[src/rtl/counter_ctrl.sv]
// -----------------------------------------------------------------------------
// counter_ctrl - front-panel control stage for the 8-bit up/down counter.
//
// Conditions four raw push-buttons (2-FF sync, debounce, press detect), runs
// an IDLE/RUN/PAUSE state machine and auto-pauses the counter when it reaches
// UP_LIMIT (counting up) or DN_LIMIT (counting down).
//
// Optional feature: define COUNTER_CTRL_STEP_EN to add a btn_step input that
// single-steps the counter while paused.
//
// Parameters:
//   DEBOUNCE_CYCLES  stable cycles before a synchronised level is accepted (>=1)
//   UP_LIMIT         count value at which up-counting auto-pauses
//   DN_LIMIT         count value at which down-counting auto-pauses (< UP_LIMIT)
//
// Ports:
//   clk         system clock, rising edge
//   rstn        asynchronous active-low reset
//   btn_start   raw button: IDLE->RUN, or resume from PAUSE
//   btn_stop    raw button: return to IDLE (clears the counter)
//   btn_pause   raw button: toggles RUN/PAUSE
//   btn_dir     raw button: toggles count direction
//   btn_step    raw button: one count while paused (COUNTER_CTRL_STEP_EN only)
//   cnt         counter value fed back from the counter
//   ena         counter enable, 0 clears the counter
//   up_down     1 = count up, 0 = count down
//   hold        1 = counter holds its value
//   limit_flag  sticky auto-pause indicator
//   state       00 IDLE, 01 RUN, 10 PAUSE
// -----------------------------------------------------------------------------

// Per-button conditioning: synchroniser, debouncer and press-event detector.
//   raw    asynchronous active-high button input
//   press  one-cycle pulse on an accepted 0->1 debounced transition
module counter_ctrl_btn #(
    parameter int DEBOUNCE_CYCLES = 16
) (
    input  logic clk,
    input  logic rstn,
    input  logic raw,
    output logic press
);
    localparam int CW = (DEBOUNCE_CYCLES > 1) ? $clog2(DEBOUNCE_CYCLES) : 1;
    localparam logic [CW-1:0] CNT_LAST = CW'(DEBOUNCE_CYCLES - 1);

    logic [1:0]    sync;
    logic [1:0]    vld_pipe;   // tracks when sync[1] holds real input data
    logic [CW-1:0] db_cnt;
    logic          level;
    logic          level_d;
    logic          armed;

    always_ff @(posedge clk or negedge rstn) begin
        if (!rstn) begin
            sync     <= '0;
            vld_pipe <= '0;
            db_cnt   <= '0;
            level    <= 1'b0;
            level_d  <= 1'b0;
            armed    <= 1'b0;
        end else begin
            sync     <= {sync[0], raw};
            vld_pipe <= {vld_pipe[0], 1'b1};
            level_d  <= level;
            // A button held through reset must be seen released before its
            // next rising edge counts as a press.
            if (vld_pipe[1] && !sync[1])
                armed <= 1'b1;
            // Count consecutive cycles of disagreement; any agreement restarts.
            if (sync[1] != level) begin
                if (db_cnt == CNT_LAST) begin
                    level  <= sync[1];
                    db_cnt <= '0;
                end else begin
                    db_cnt <= db_cnt + 1'b1;
                end
            end else begin
                db_cnt <= '0;
            end
        end
    end

    assign press = level & ~level_d & armed;
endmodule

module counter_ctrl #(
    parameter int         DEBOUNCE_CYCLES = 16,
    parameter logic [7:0] UP_LIMIT        = 8'd255,
    parameter logic [7:0] DN_LIMIT        = 8'd0
) (
    input  logic       clk,
    input  logic       rstn,
    input  logic       btn_start,
    input  logic       btn_stop,
    input  logic       btn_pause,
    input  logic       btn_dir,
`ifdef COUNTER_CTRL_STEP_EN
    input  logic       btn_step,
`endif
    input  logic [7:0] cnt,
    output logic       ena,
    output logic       up_down,
    output logic       hold,
    output logic       limit_flag,
    output logic [1:0] state
);
`ifdef COUNTER_CTRL_STEP_EN
    localparam int NUM_BTN = 5;
`else
    localparam int NUM_BTN = 4;
`endif
    localparam int B_START = 0;
    localparam int B_STOP  = 1;
    localparam int B_PAUSE = 2;
    localparam int B_DIR   = 3;

    typedef enum logic [1:0] {
        S_IDLE  = 2'b00,
        S_RUN   = 2'b01,
        S_PAUSE = 2'b10
    } state_t;

    state_t             state_q;
    logic [NUM_BTN-1:0] raw_btn;
    logic [NUM_BTN-1:0] ev;

`ifdef COUNTER_CTRL_STEP_EN
    assign raw_btn = {btn_step, btn_dir, btn_pause, btn_stop, btn_start};
`else
    assign raw_btn = {btn_dir, btn_pause, btn_stop, btn_start};
`endif

    genvar g;
    generate
        for (g = 0; g < NUM_BTN; g++) begin : g_btn
            counter_ctrl_btn #(.DEBOUNCE_CYCLES(DEBOUNCE_CYCLES)) u_btn (
                .clk   (clk),
                .rstn  (rstn),
                .raw   (raw_btn[g]),
                .press (ev[g])
            );
        end
    endgenerate

    logic ev_start, ev_stop, ev_pause;
    logic dir_act, ud_new;
    logic at_lim_cur, at_lim_new, limit_hit;

    always_comb begin
        ev_start   = ev[B_START];
        ev_stop    = ev[B_STOP];
        ev_pause   = ev[B_PAUSE];
        // Dir rides along with start/pause but is swallowed by stop.
        dir_act    = ev[B_DIR] & ~ev[B_STOP];
        ud_new     = up_down ^ dir_act;
        at_lim_cur = up_down ? (cnt == UP_LIMIT) : (cnt == DN_LIMIT);
        // Resume is judged in the direction it will actually run.
        at_lim_new = ud_new  ? (cnt == UP_LIMIT) : (cnt == DN_LIMIT);
        // Look one count ahead so hold lands as cnt reaches the limit.
        limit_hit  = up_down ? ((cnt == UP_LIMIT - 8'd1) || (cnt == UP_LIMIT))
                             : ((cnt == DN_LIMIT + 8'd1) || (cnt == DN_LIMIT));
    end

`ifdef COUNTER_CTRL_STEP_EN
    logic step_ev;
    // Step is the lowest priority: any other event in the cycle drops it.
    assign step_ev = ev[4] & ~|ev[3:0];
`endif

    always_ff @(posedge clk or negedge rstn) begin
        if (!rstn) begin
            state_q    <= S_IDLE;
            ena        <= 1'b0;
            up_down    <= 1'b1;
            hold       <= 1'b0;
            limit_flag <= 1'b0;
        end else begin
            if (dir_act) begin
                up_down    <= ud_new;
                limit_flag <= 1'b0;
            end
            if (ev_stop) begin
                state_q    <= S_IDLE;
                ena        <= 1'b0;
                hold       <= 1'b0;
                limit_flag <= 1'b0;
            end else begin
                case (state_q)
                    S_IDLE: begin
                        if (ev_start) begin
                            state_q <= S_RUN;
                            ena     <= 1'b1;
                            hold    <= 1'b0;
                        end
                    end
                    S_RUN: begin
                        // A dir toggle in the same cycle overrides auto-pause.
                        if ((ev_pause && !ev_start) || (limit_hit && !dir_act)) begin
                            state_q <= S_PAUSE;
                            hold    <= 1'b1;
                            if (limit_hit && !dir_act)
                                limit_flag <= 1'b1;
                        end
                    end
                    S_PAUSE: begin
                        if ((ev_start || ev_pause) && !at_lim_new) begin
                            state_q <= S_RUN;
                            hold    <= 1'b0;
                        end
`ifdef COUNTER_CTRL_STEP_EN
                        // Release hold for one cycle; next cycle restores it.
                        else if (step_ev && !at_lim_cur)
                            hold <= 1'b0;
`endif
                        else
                            hold <= 1'b1;
                    end
                    default: begin
                        state_q <= S_IDLE;
                        ena     <= 1'b0;
                        hold    <= 1'b0;
                    end
                endcase
            end
        end
    end

    assign state = state_q;
endmodule
[config.mk]
export PLATFORM = sky130hd
export DESIGN_NAME = counter_ctrl
export DESIGN_NICKNAME = d
export VERILOG_FILES = /design/src/rtl/counter_ctrl.sv
export SDC_FILE = /design/constraint.sdc
export NUM_CORES = 1
export LEC_CHECK = 0
export CELL_PAD_IN_SITES_DETAIL_PLACEMENT = 1
export CELL_PAD_IN_SITES_GLOBAL_PLACEMENT = 1
export CORE_ASPECT_RATIO = 2
export CORE_MARGIN = 2
export CORE_UTILIZATION = 25
export CTS_CLUSTER_DIAMETER = 50
export DETAILED_ROUTE_END_ITERATION = 6
export DONT_BUFFER_PORTS = 1
export PLACE_DENSITY = 0.49
export REMOVE_ABC_BUFFERS = 1
export SLEW_MARGIN = 15
export SYNTH_ARGS = -nofsm -noshare
export SYNTH_HDL_FRONTEND = slang
export SYNTH_HIERARCHICAL = 1
export SYNTH_SLANG_ARGS = --single-unit
[constraint.sdc]
create_clock -name clk -period 3.9 [get_ports clk]
set_clock_uncertainty 0.15 [all_clocks]
set_input_delay 0.78 -clock clk [delete_from_list [all_inputs] [get_ports clk]]
set_output_delay 0.78 -clock clk [all_outputs]
set_load 0.02 [all_outputs]
Word-level counts from Yosys, hierarchy flattened:

Index checks and enable logic that the tools add are counted.

* $add $sub $neg: 4
* multiplexer cells: 28
* magnitude comparators: 0
* shifts and indexed selects: 0
* bitwise gates (word level): 15
* equal/unequal tests: 17
* multipliers: 0
* reductions and logical operators: 28
* divide/modulo/power cells: 0

Operators with widths (count)
* $mux W4: 8
* $add A4 B1 Y4 const B: 4
* $eq A4 B4 Y1 const B: 4
* $eq A8 B8 Y1 const B: 2
* $mux W1: 13
* $reduce_and A2 Y1: 6
* $and A1 B1 Y1: 9
* $ne A3 B3 Y1 const B: 3
* $eq A8 B1 Y1 const B: 1
* $logic_not A8 Y1: 1
* $mux W2: 4
* $logic_and A1 B1 Y1: 7
* $logic_not A1 Y1: 7
* $pmux W2 S3: 1
* $not A1 Y1: 5
* $logic_or A1 B1 Y1: 4
* $ne A1 B1 Y1: 4
* $pmux W1 S3: 1
* $reduce_and A3 Y1: 1
* $eq A2 B1 Y1 const B: 1
* $eq A2 B2 Y1 const B: 1
* $logic_not A2 Y1: 1
* $ne A2 B1 Y1 const B: 1
* $pmux W1 S2: 1
* other kinds (2): 2

* bits of input ports: 14
* bits in read-only memories: 0
* memory bits (writable): 0
* latch bits: 0
* bits in registers: 50
* memories kept: 0
* logic and storage cells: 121
* output and inout bits: 6

Longest topological paths before layout:

Gate-level depths: netlist of the first run.

* depth in word-level cells: 12
* mapped depth: 7
* mapped depth without buffers: 7

Hierarchy:

The synthesis of the first run kept the hierarchy.

Modules (own cells, without submodules)
* counter_ctrl_btn: sequential area each 275.3 sq um, cells each 29, times used 4, area each 394.1 sq um
* counter_ctrl: sequential area each 151.4 sq um, cells each 47, times used 1, area each 430.4 sq um

Worst setup path before layout of the first run:

OpenSTA, ideal clock, no wires.

* path type: in2reg
* start: input port cnt[1]
* end: register state_q[0], in the netlist state[0]
* setup slack: 1.669 ns
* arrival time: 1.953 ns
* stages on the path: 6
* setup time: 0.128 ns
* cells stage by stage: nor4_1 nand2_1 o21ai_0 o21a_1 nor2b_2 mux2_1

* word-level cells in the longest chain between the ends: 7
* elaborated cells on any way between the ends: 15
* classes of those cells: eq/ne: 5; mux: 2; reduce/logical: 8

RTL lines
* from (decl): line 100 `input logic [7:0] cnt,`
* $eq A8 B1 Y1, or another cell as far along: line 161 `: ((cnt == DN_LIMIT + 8'd1) || (cnt == DN_LIMIT));`
* $logic_or A1 B1 Y1 (on tied branches): line 161, 160
* $mux W1: line 160 `limit_hit = up_down ? ((cnt == UP_LIMIT - 8'd1) || (cnt == UP_LIMIT))`
* $logic_and A1 B1 Y1: line 198 `if ((ev_pause && !ev_start) || (limit_hit && !dir_act)) begin`
* $logic_or A1 B1 Y1: line 198
* $ne A3 B3 Y1 (no line)
* $reduce_and A3 Y1 (no line) *
* to (signal assigned): line 191 `state_q <= S_RUN;`
* to (signal assigned): line 199 `state_q <= S_PAUSE;`
* to (signal assigned): line 207 `state_q <= S_RUN;`
* to (decl): line 123 `state_t state_q;`

Mark *: on every way between the ends. The rest lies on a longest branch, timed or not.
A chain may end at the register's enable or synchronous reset.

Worst setup path in the final report of the first run:

* start: register g_btn[1].u_btn.level
* end: register state_q[0], in the netlist state[0]

* word-level cells in the longest chain between the ends: 10
* elaborated cells on any way between the ends: 16
* classes of those cells: eq/ne: 3; mux: 2; bitwise: 5; reduce/logical: 6

RTL lines
* from (decl): line 49 `logic level;`
* from (signal assigned): line 72 `level <= sync[1];`
* $and A1 B1 Y1 * (2 in series): line 83 `assign press = level & ~level_d & armed;`
* via ev[1]: line 125 `logic [NUM_BTN-1:0] ev;`
* $not A1 Y1: line 154 `dir_act = ev[B_DIR] & ~ev[B_STOP];`
* $and A1 B1 Y1: line 154
* $xor A1 B1 Y1: line 155 `ud_new = up_down ^ dir_act;`
* $mux W1: line 158 `at_lim_new = ud_new ? (cnt == UP_LIMIT) : (cnt == DN_LIMIT);`
* $logic_not A1 Y1: line 206 `if ((ev_start || ev_pause) && !at_lim_new) begin`
* $logic_and A1 B1 Y1: line 206
* $ne A3 B3 Y1 (no line)
* $reduce_and A3 Y1 (no line)
* to (signal assigned): line 199
* to (signal assigned): line 207
* to (signal assigned): line 219 `state_q <= S_IDLE;`

The timed path passes the listed nets; every way through them passes the cells marked *.

==> results by group, run 1 <==
Outcome
  – Status: complete, no violations

Floorplan
  – Die Y: 130.7 um
  – Chip Width: 67.36 um
  – Core Box Area: 7885 sq um
  – # rows: 46
  – Die footprint: 8804 sq um
  – # IOs: 20
  – Initial core utilization: 25.45%

Power and ir drop
  – Clock power share: 36.0%
  – Power per cell area: 527.6 nW/um^2
  – Max rail drop VDD: 0.2057 mV
  – Comb pwr share: 13.3%
  – Switching part of the total: 26.69%
  – Sw power: 320.9 uW
  – Total power: 1.202 mW
  – Sequential Power Share: 50.7%
  – Leak: 0.9765 nW
  – Internal Pwr Total: 881.3 uW

Worst setup path
  – Arrival @ worst endpoint: 2.24 ns
  – Critical-path top delay cell: dfrtp_1
  – Top delay family on crit path: simple AND/OR/NAND/NOR gates
  – Buf+Inv Stages, Crit Path: 0
  – CP max stage delay: 0.42 ns
  – Setup crit start kind: register
  – Required @ worst endpoint: 3.92 ns
  – Crit-path max FO: 6
  – Critical Path, Cell by Cell: and3b_2, nand2b_4, xnor2_2, nor3b_1, o31a_1, nor2b_2, mux2_1
  – Crit Path Class: reg -> reg
  – CP Capture Type: register

GRT
  – Largest net degree at the start of global routing: 51
  – Vias in the first global route: 1454
  – First-pass GRT wire length: 6465 um
  – Total grt overflow: 0
  – Initial antenna violation count: 0
  – All-Layer GR Usage: 10.17%

Logic synthesis
  – Warnings from Yosys: 6
  – Yosys top cell by area: dfrtp_1
  – Mapped Area: 2007 sq um
  – Syn avg cell area: 12.31 sq um
  – FF+latch count, synth: 50
  – Post-synth EDFFs: 0
  – Post-synthesis sequential area ratio: 62.41%
  – Syn Inst Count: 163
  – Synth cell types: 31
  – Area contributors post-synth: dfrtp_1, ha_1, xnor2_1
  – Synth top area share: 61.10%
  – FFs w/ async S/R, synth: 100.0%
  – Main synth FF type: dfrtp_1

STA
  – Final hold vios: 0
  – Setup Viol. Count Final: 0
  – Max-slew violation count: 0
  – Setup TNS: 0 ns
  – Fmax: 451.4 MHz
  – RSZ-0062 raised after global routing: false
  – Min Tclk post-route: 2.215 ns
  – Final period utilization: 56.80%

Clock network
  – Worst skew pair latency: 0.29 ns
  – Clock buffer depth: 2
  – Resized Gates After CTS: 0
  – Total CTS buffers: 5
  – # hold bufs at CTS: 0
  – Clock root cell: clkbuf_16
  – Clock sink count: 50
  – Worst-path clk slew: 0.06 ns
  – TritonCTS clock tree: built
  – H-Tree Depth: 2
  – Postcts setup bufs: 0

Cells and area
  – Final design utilization: 28.90%
  – Layout Cells excl Fill: 267
  – Fill cell count: 859
  – Share of post-route cells with drive strength above 1: 12.28%
  – Area Growth Syn to Fin: 13.53%
  – Ant diodes: 0
  – Final instance area: 2278 sq um
  – NumNets Final: 192

Route
  – DRT antenna net count: 0
  – Iteration-0 DRC Markers: 55
  – Via count: 1221
  – Wire per inst: 13.94 um
  – Vias/cell: 4.573
  – Drt pass-1 iters: 4
  – Overall routed net length: 3721 um
  – DR DRC count: 0

Placement
  – Placed cell count: 259
  – Port buffer count: 0
  – Placed Area: 2127 sq um
  – Routability Congestion: 0.6757
  – Post-DP HPWL: 2810 um

Run
  – Max-cap violations: 0

Hold path
  – Hold WC Path Type: in -> async
-- per-stage QoR --
stage          worst slack (ns)  hold WS, ns
6_report                  1.685      0.03354
5_1_grt                   1.560      0.01005
4_1_cts                   1.651      0.02044
3_5_place_dp              1.493       0.1885
3_3_place_gp              1.582       0.1817
2_1_floorplan             1.669       0.1812
-- flip-flops by register name, summed over array words and instances (netlist names), 2 cells and up --
| signal | flops |
|---|---|
| g_btn.u_btn/sync | 8 |
| g_btn.u_btn/level_d | 4 |
| g_btn.u_btn/level | 4 |
| g_btn.u_btn/vld_pipe | 8 |
| g_btn.u_btn/db_cnt | 16 |
| g_btn.u_btn/armed | 4 |
| state | 2 |
-- per-layer routing --
layer | vias to the layer above | global-route usage (%) | routed length (um)
li1 | 563 | - | -
met1 | 623 | 9.196 | 1272
met2 | 27 | 18.40 | 2143
met3 | 8 | 3.339 | 175
met4 | 0 | 6.843 | 130
met5 | - | 0 | 0
-- placed cells by master, fill, tap and decap left out, types with 5 or more instances in the layout --
cell type	count
dfrtp_1	49
inv_1	14
o21ai_0	11
a21oi_1	10
nand2_1	8
ha_1	8
xnor2_1	8
nor2_1	7
clkbuf_16	5
-- cell usage after synthesis (7+ instances only) --
cell type and instances:
inv_1 14, ha_1 8, nand2_1 8, xnor2_1 8
nor2_1 7, a21oi_1 10, o21ai_0 11, dfrtp_1 49
-- final timing paths --
path | start | slack [ns] | endpoint | depth (start not counted)
max | g_btn[1].u_btn/level$_DFFE_PN0P_ | 1.68 | state[0]$_DFFE_PN0P_ | 7
min | rstn | 0.03 | g_btn[3].u_btn/level$_DFFE_PN0P_ | 0
max reg2reg | g_btn[1].u_btn/level$_DFFE_PN0P_ | 1.68 | state[0]$_DFFE_PN0P_ | 7
min reg2reg | g_btn[1].u_btn/vld_pipe[0]$_DFF_PN0_ | 0.20 | g_btn[1].u_btn/vld_pipe[1]$_DFF_PN0_ | 0
max in group asynchronous | rstn | 3.39 | up_down$_DFFE_PN1P_ | 0
min in group clk | g_btn[1].u_btn/vld_pipe[0]$_DFF_PN0_ | 0.20 | g_btn[1].u_btn/vld_pipe[1]$_DFF_PN0_ | 0
-- cells by family (layout without fill, tap and decap cells) --
group | after synthesis | count (layout) | share of synthesized area [%]
DFF | 50 | 50 | 62.41
and+or+nand+nor | 46 | 46 | 15.09
other | 4 | 4 | 0.7479
xor gates and xnor gates | 9 | 9 | 4.302
buffers and inverters | 14 | 22 | 2.618
adders and majority gates | 8 | 8 | 4.988
AOI/OAI and AO/OA | 30 | 30 | 8.791
muxes | 2 | 2 | 1.060
-- layout make-up --
| cell class | instances | area (sq um) | area share [%] |
|---|---|---|---|
| Inverter | 14 | 52.55 | 2.306 |
| Sequential cell | 50 | 1252 | 54.97 |
| Clock inverter | 2 | 12.51 | 0.5491 |
| Multi-Input combinational cell | 99 | 701.9 | 30.81 |
| Clock buffer | 6 | 138.9 | 6.096 |
| Tap cell | 96 | 120.1 | 5.272 |
-- power groups by stage --
stage	sequential, mW	combinational, mW	clock, mW
finish	0.610	0.160	0.433
detailed placement	0.620	0.161	0
global placement	0.617	0.152	0
CTS	0.610	0.162	0.457
global route	0.615	0.182	0.477
floorplan	0.608	0.126	0
Power figures use the tool's default switching activity.
==> run 2, diff against run 1 <==
ABC_AREA = 1   (was default)
PLACE_DENSITY = 0.51   (was 0.49)
clock period = 2.15 ns   (was 3.9 ns; I/O delays follow)
==> run 2 against run 1 <==
Effect of this change: flip-flop and latch count did not move; via count up 23%; clock power up 87%; routed wire length grew 9.2%; critical path depth up 5; setup slack worse by 1.3 ns; combinational power up 120%; utilization is 1.1 points higher; final area grew 13%; hold slack better by 0.16 ns; synthesized area up 9.4%; critical endpoint is now state[1]$_DFFE_PN0P_.
==> results by group, run 2 <==
Run
  – Max-cap violations: 0 (unchanged)

Cells and area
  – Top flop regs: g_btn.u_btn/db_cnt x16, g_btn.u_btn/sync x8, g_btn.u_btn/vld_pipe x8
  – Area Growth Syn to Fin: 17.27%
  – Largest register FFs: 16 (unchanged)
  – NumNets Final: 269 (+40%)
  – Ant diodes: 0 (unchanged)
  – Largest Register: g_btn.u_btn/db_cnt
  – Most common cell after layout, fill and taps aside: nand2_1
  – Most frequent cells in the layout: nand2_1, dfrtp_1, inv_1, nor2_1, nand3_2
  – Share of post-route cells with drive strength above 1: 17.34% (+5.1 points)

Clock network
  – Worst skew pair latency: 0.30 ns (about the same)
  – Postcts setup bufs: 0 (unchanged)
  – Clock root cell: clkbuf_16
  – # hold bufs at CTS: 3 (+3)
  – Worst-path clk slew: 0.07 ns (about the same)
  – Clock buffer depth: 2 (unchanged)
  – Resized Gates After CTS: 0 (unchanged)
  – H-Tree Depth: 2 (unchanged)
  – Total CTS buffers: 5 (unchanged)
  – TritonCTS clock tree: built
  – Clock sink count: 50 (unchanged)

Worst setup path
  – Required @ worst endpoint: 2.18 ns (-1.74 ns)
  – R2R Setup Slk: 0.38 ns (-1.31 ns)
  – Worst flop-to-flop path startpoint: g_btn[3].u_btn/level$_DFFE_PN0P_
  – Worst reg2reg path endpoint: state[1]$_DFFE_PN0P_
  – Arrival @ worst endpoint: 1.81 ns (-0.43 ns)
  – Crit-path max FO: 4 (-2)
  – R2r worst-path depth: 12 (+5)
  – CP Capture Type: register
  – Setup crit start kind: register
  – Crit Path Class: reg -> reg

STA
  – Setup ws final: 0.3776 ns (-1.307 ns)
  – Min Tclk post-route: 1.772 ns (-0.4428 ns)
  – Setup TNS: 0 ns (unchanged)
  – Fmax: 564.2 MHz (+25%)
  – RSZ-0062 raised after global routing: false
  – Final hold vios: 0 (unchanged)
  – Setup Viol. Count Final: 0 (unchanged)
  – Final period utilization: 82.44% (+26 points)
  – Max-slew violation count: 0 (unchanged)

Power and ir drop
  – Max rail drop VDD: 0.4103 mV (+99%)
  – Leak: 1.233 nW (+26%)
  – Power per cell area: 877.7 nW/um^2 (+66%)

Placement
  – Routability Congestion: 0.6928 (+2.5%)
  – Port buffer count: 0 (unchanged)
  – Post-DP HPWL: 3113 um (+11%)
  – Post-Place Worst Slack: 0.3479 ns (-1.145 ns)

Hold path
  – Hold-critical path depth: 0
  – WHS Endpoint: g_btn[1].u_btn/vld_pipe[1]$_DFF_PN0_
  – Hold path startpoint: g_btn[1].u_btn/vld_pipe[0]$_DFF_PN0_
  – Hold WC Path Type: reg -> reg

GRT
  – First-pass GRT wire length: 7100 um (+9.8%)
  – Largest net degree at the start of global routing: 51 (unchanged)
  – Vias in the first global route: 1600 (+10%)
  – Total grt overflow: 0 (unchanged)
  – All-Layer GR Usage: 9.673% (-0.50 points)
  – Initial antenna violation count: 0 (unchanged)

Floorplan
  – # rows: 48 (+4.3%)
  – Initial core utilization: 25.55% (+0.10 points)
  – Chip Width: 70.25 um (+4.3%)
  – Die footprint: 9589 sq um (+8.9%)
  – Core Box Area: 8588 sq um (+8.9%)
  – # IOs: 20 (unchanged)
  – Die Y: 136.5 um (+4.4%)

Route
  – DR DRC count: 0 (unchanged)
  – Via count: 1496 (+23%)
  – Iteration-0 DRC Markers: 24 (-56%)
  – Vias/cell: 4.299 (-6.0%)
  – DRT antenna net count: 0 (unchanged)
  – Wire per inst: 11.68 um (-16%)
  – Overall routed net length: 4065 um (+9.2%)
  – Drt pass-1 iters: 2 (-2)

Logic synthesis
  – Syn avg cell area: 9.500 sq um (-23%)
  – Synth cell types: 24 (-23%)
  – Post-synthesis sequential area ratio: 57.07% (-5.3 points)
  – Yosys top cell by area: dfrtp_1
  – FF+latch count, synth: 50 (unchanged)
  – Most frequent cells after synthesis: nand2_1, dfrtp_1, inv_1
  – Main synth FF type: dfrtp_1
  – Post-synth EDFFs: 0 (unchanged)
  – Mapped Area: 2195 sq um (+9.4%)
  – FFs w/ async S/R, synth: 100.0% (unchanged)
  – Area contributors post-synth: dfrtp_1, nand2_1, nand3_2
  – Syn Inst Count: 231 (+42%)
  – Synth top area share: 55.87% (-5.2 points)
  – Warnings from Yosys: 6 (unchanged)
  – Top-count cell post-synth: nand2_1

Outcome
  – Status: complete, no violations
==> run 2: cell types whose count changed in the layout (fill, tap and decap cells not counted), moves of 8 or more <==
| cell | delta |
|---|---|
| nor2_1 | +20 |
| a21oi_1 | -8 |
| o21ai_0 | -10 |
| nand2_1 | +47 |
| inv_1 | +14 |
| nand3_2 | +13 |
==> run 2: logic make-up (layout without fill, tap and decap cells) <==
| kind of cell | Yosys count | in the layout | share of synthesized area, % |
|---|---|---|---|
| adders and majority gates | 8 | 8 | 4.561 |
| AOI/OAI and AO/OA | 9 | 9 | 2.395 |
| other | 4 | 4 | 0.6840 |
| DFF | 50 | 50 | 57.07 |
| and+or+nand+nor | 125 | 125 | 28.22 |
| xor gates and xnor gates | 4 | 4 | 1.596 |
| buffers and inverters | 31 | 48 | 5.473 |
==> run 2: critical path, cell delays in order, from the launching register on <==
cell	delay (ns)
dfrtp_1	0.39
inv_1	0.07
nor3_1	0.23
buf_4	0.18
nand2_4	0.06
nand2_2	0.07
nand2_1	0.06
nand2_1	0.08
nand3_2	0.10
nand3_2	0.10
nand2_2	0.06
nand2_1	0.06
nand2_1	0.05
==> run 2: report_power, final <==
| group | internal [mW] | total (mW) | leakage, nW | switching [mW] |
|---|---|---|---|---|
| clock | 0.444 | 0.809 | 0.0759 | 0.366 |
| sequential | 1.00 | 1.09 | 0.623 | 0.0911 |
| combinational | 0.141 | 0.357 | 0.535 | 0.216 |
==> run 2: cell type report <==
cell class / count / area (sq um)
clock buffers: 5 / 125.1
clock inverters: 3 / 28.78
fillers: 1007 / 6015
inverters: 31 / 120.1
multi-input cells: 150 / 822.0
flip-flops and latches: 50 / 1252
well taps: 100 / 125.1
repair buffers: 9 / 100.1
==> run 2: worst max path at each step <==
stage / start / to / slack (ns) / depth (start not counted)
global placement: g_btn[3].u_btn/level$_DFFE_PN0P_ / state[1]$_DFFE_PN0P_ / 0.36 / 12
finish: g_btn[3].u_btn/level$_DFFE_PN0P_ / state[1]$_DFFE_PN0P_ / 0.38 / 12
detailed placement: g_btn[3].u_btn/level$_DFFE_PN0P_ / state[1]$_DFFE_PN0P_ / 0.35 / 12
global route: g_btn[3].u_btn/level$_DFFE_PN0P_ / state[1]$_DFFE_PN0P_ / 0.18 / 12
floorplan: g_btn[1].u_btn/level$_DFFE_PN0P_ / state[0]$_DFFE_PN0P_ / 0.40 / 13
CTS: g_btn[3].u_btn/level$_DFFE_PN0P_ / state[1]$_DFFE_PN0P_ / 0.33 / 12
==> run 2: routing by layer <==
metal  global-route usage (%)  part of all wire (%)
met3                    2.356                   3.4
met1                    8.968                    35
met5                        0                     0
met4                    5.769                   3.1
met2                    18.50                    59
==> run 2: metrics by stage <==
stage | power [mW] | area [sq um] | utilization, % | hold WS (ns) | std cells
after floorplan | 1.364 | 2195 | - | -0.01559 | 231
after global placement | 1.440 | 2342 | 27.27 | -0.01453 | 334
after detailed placement | 1.448 | 2342 | 27.27 | -0.01463 | 334
after CTS | 2.309 | 2544 | 29.62 | 0.001568 | 345
after global routing | 2.407 | 2574 | 29.97 | 0.2086 | 348
final | 2.259 | 2574 | 29.97 | 0.1906 | 348
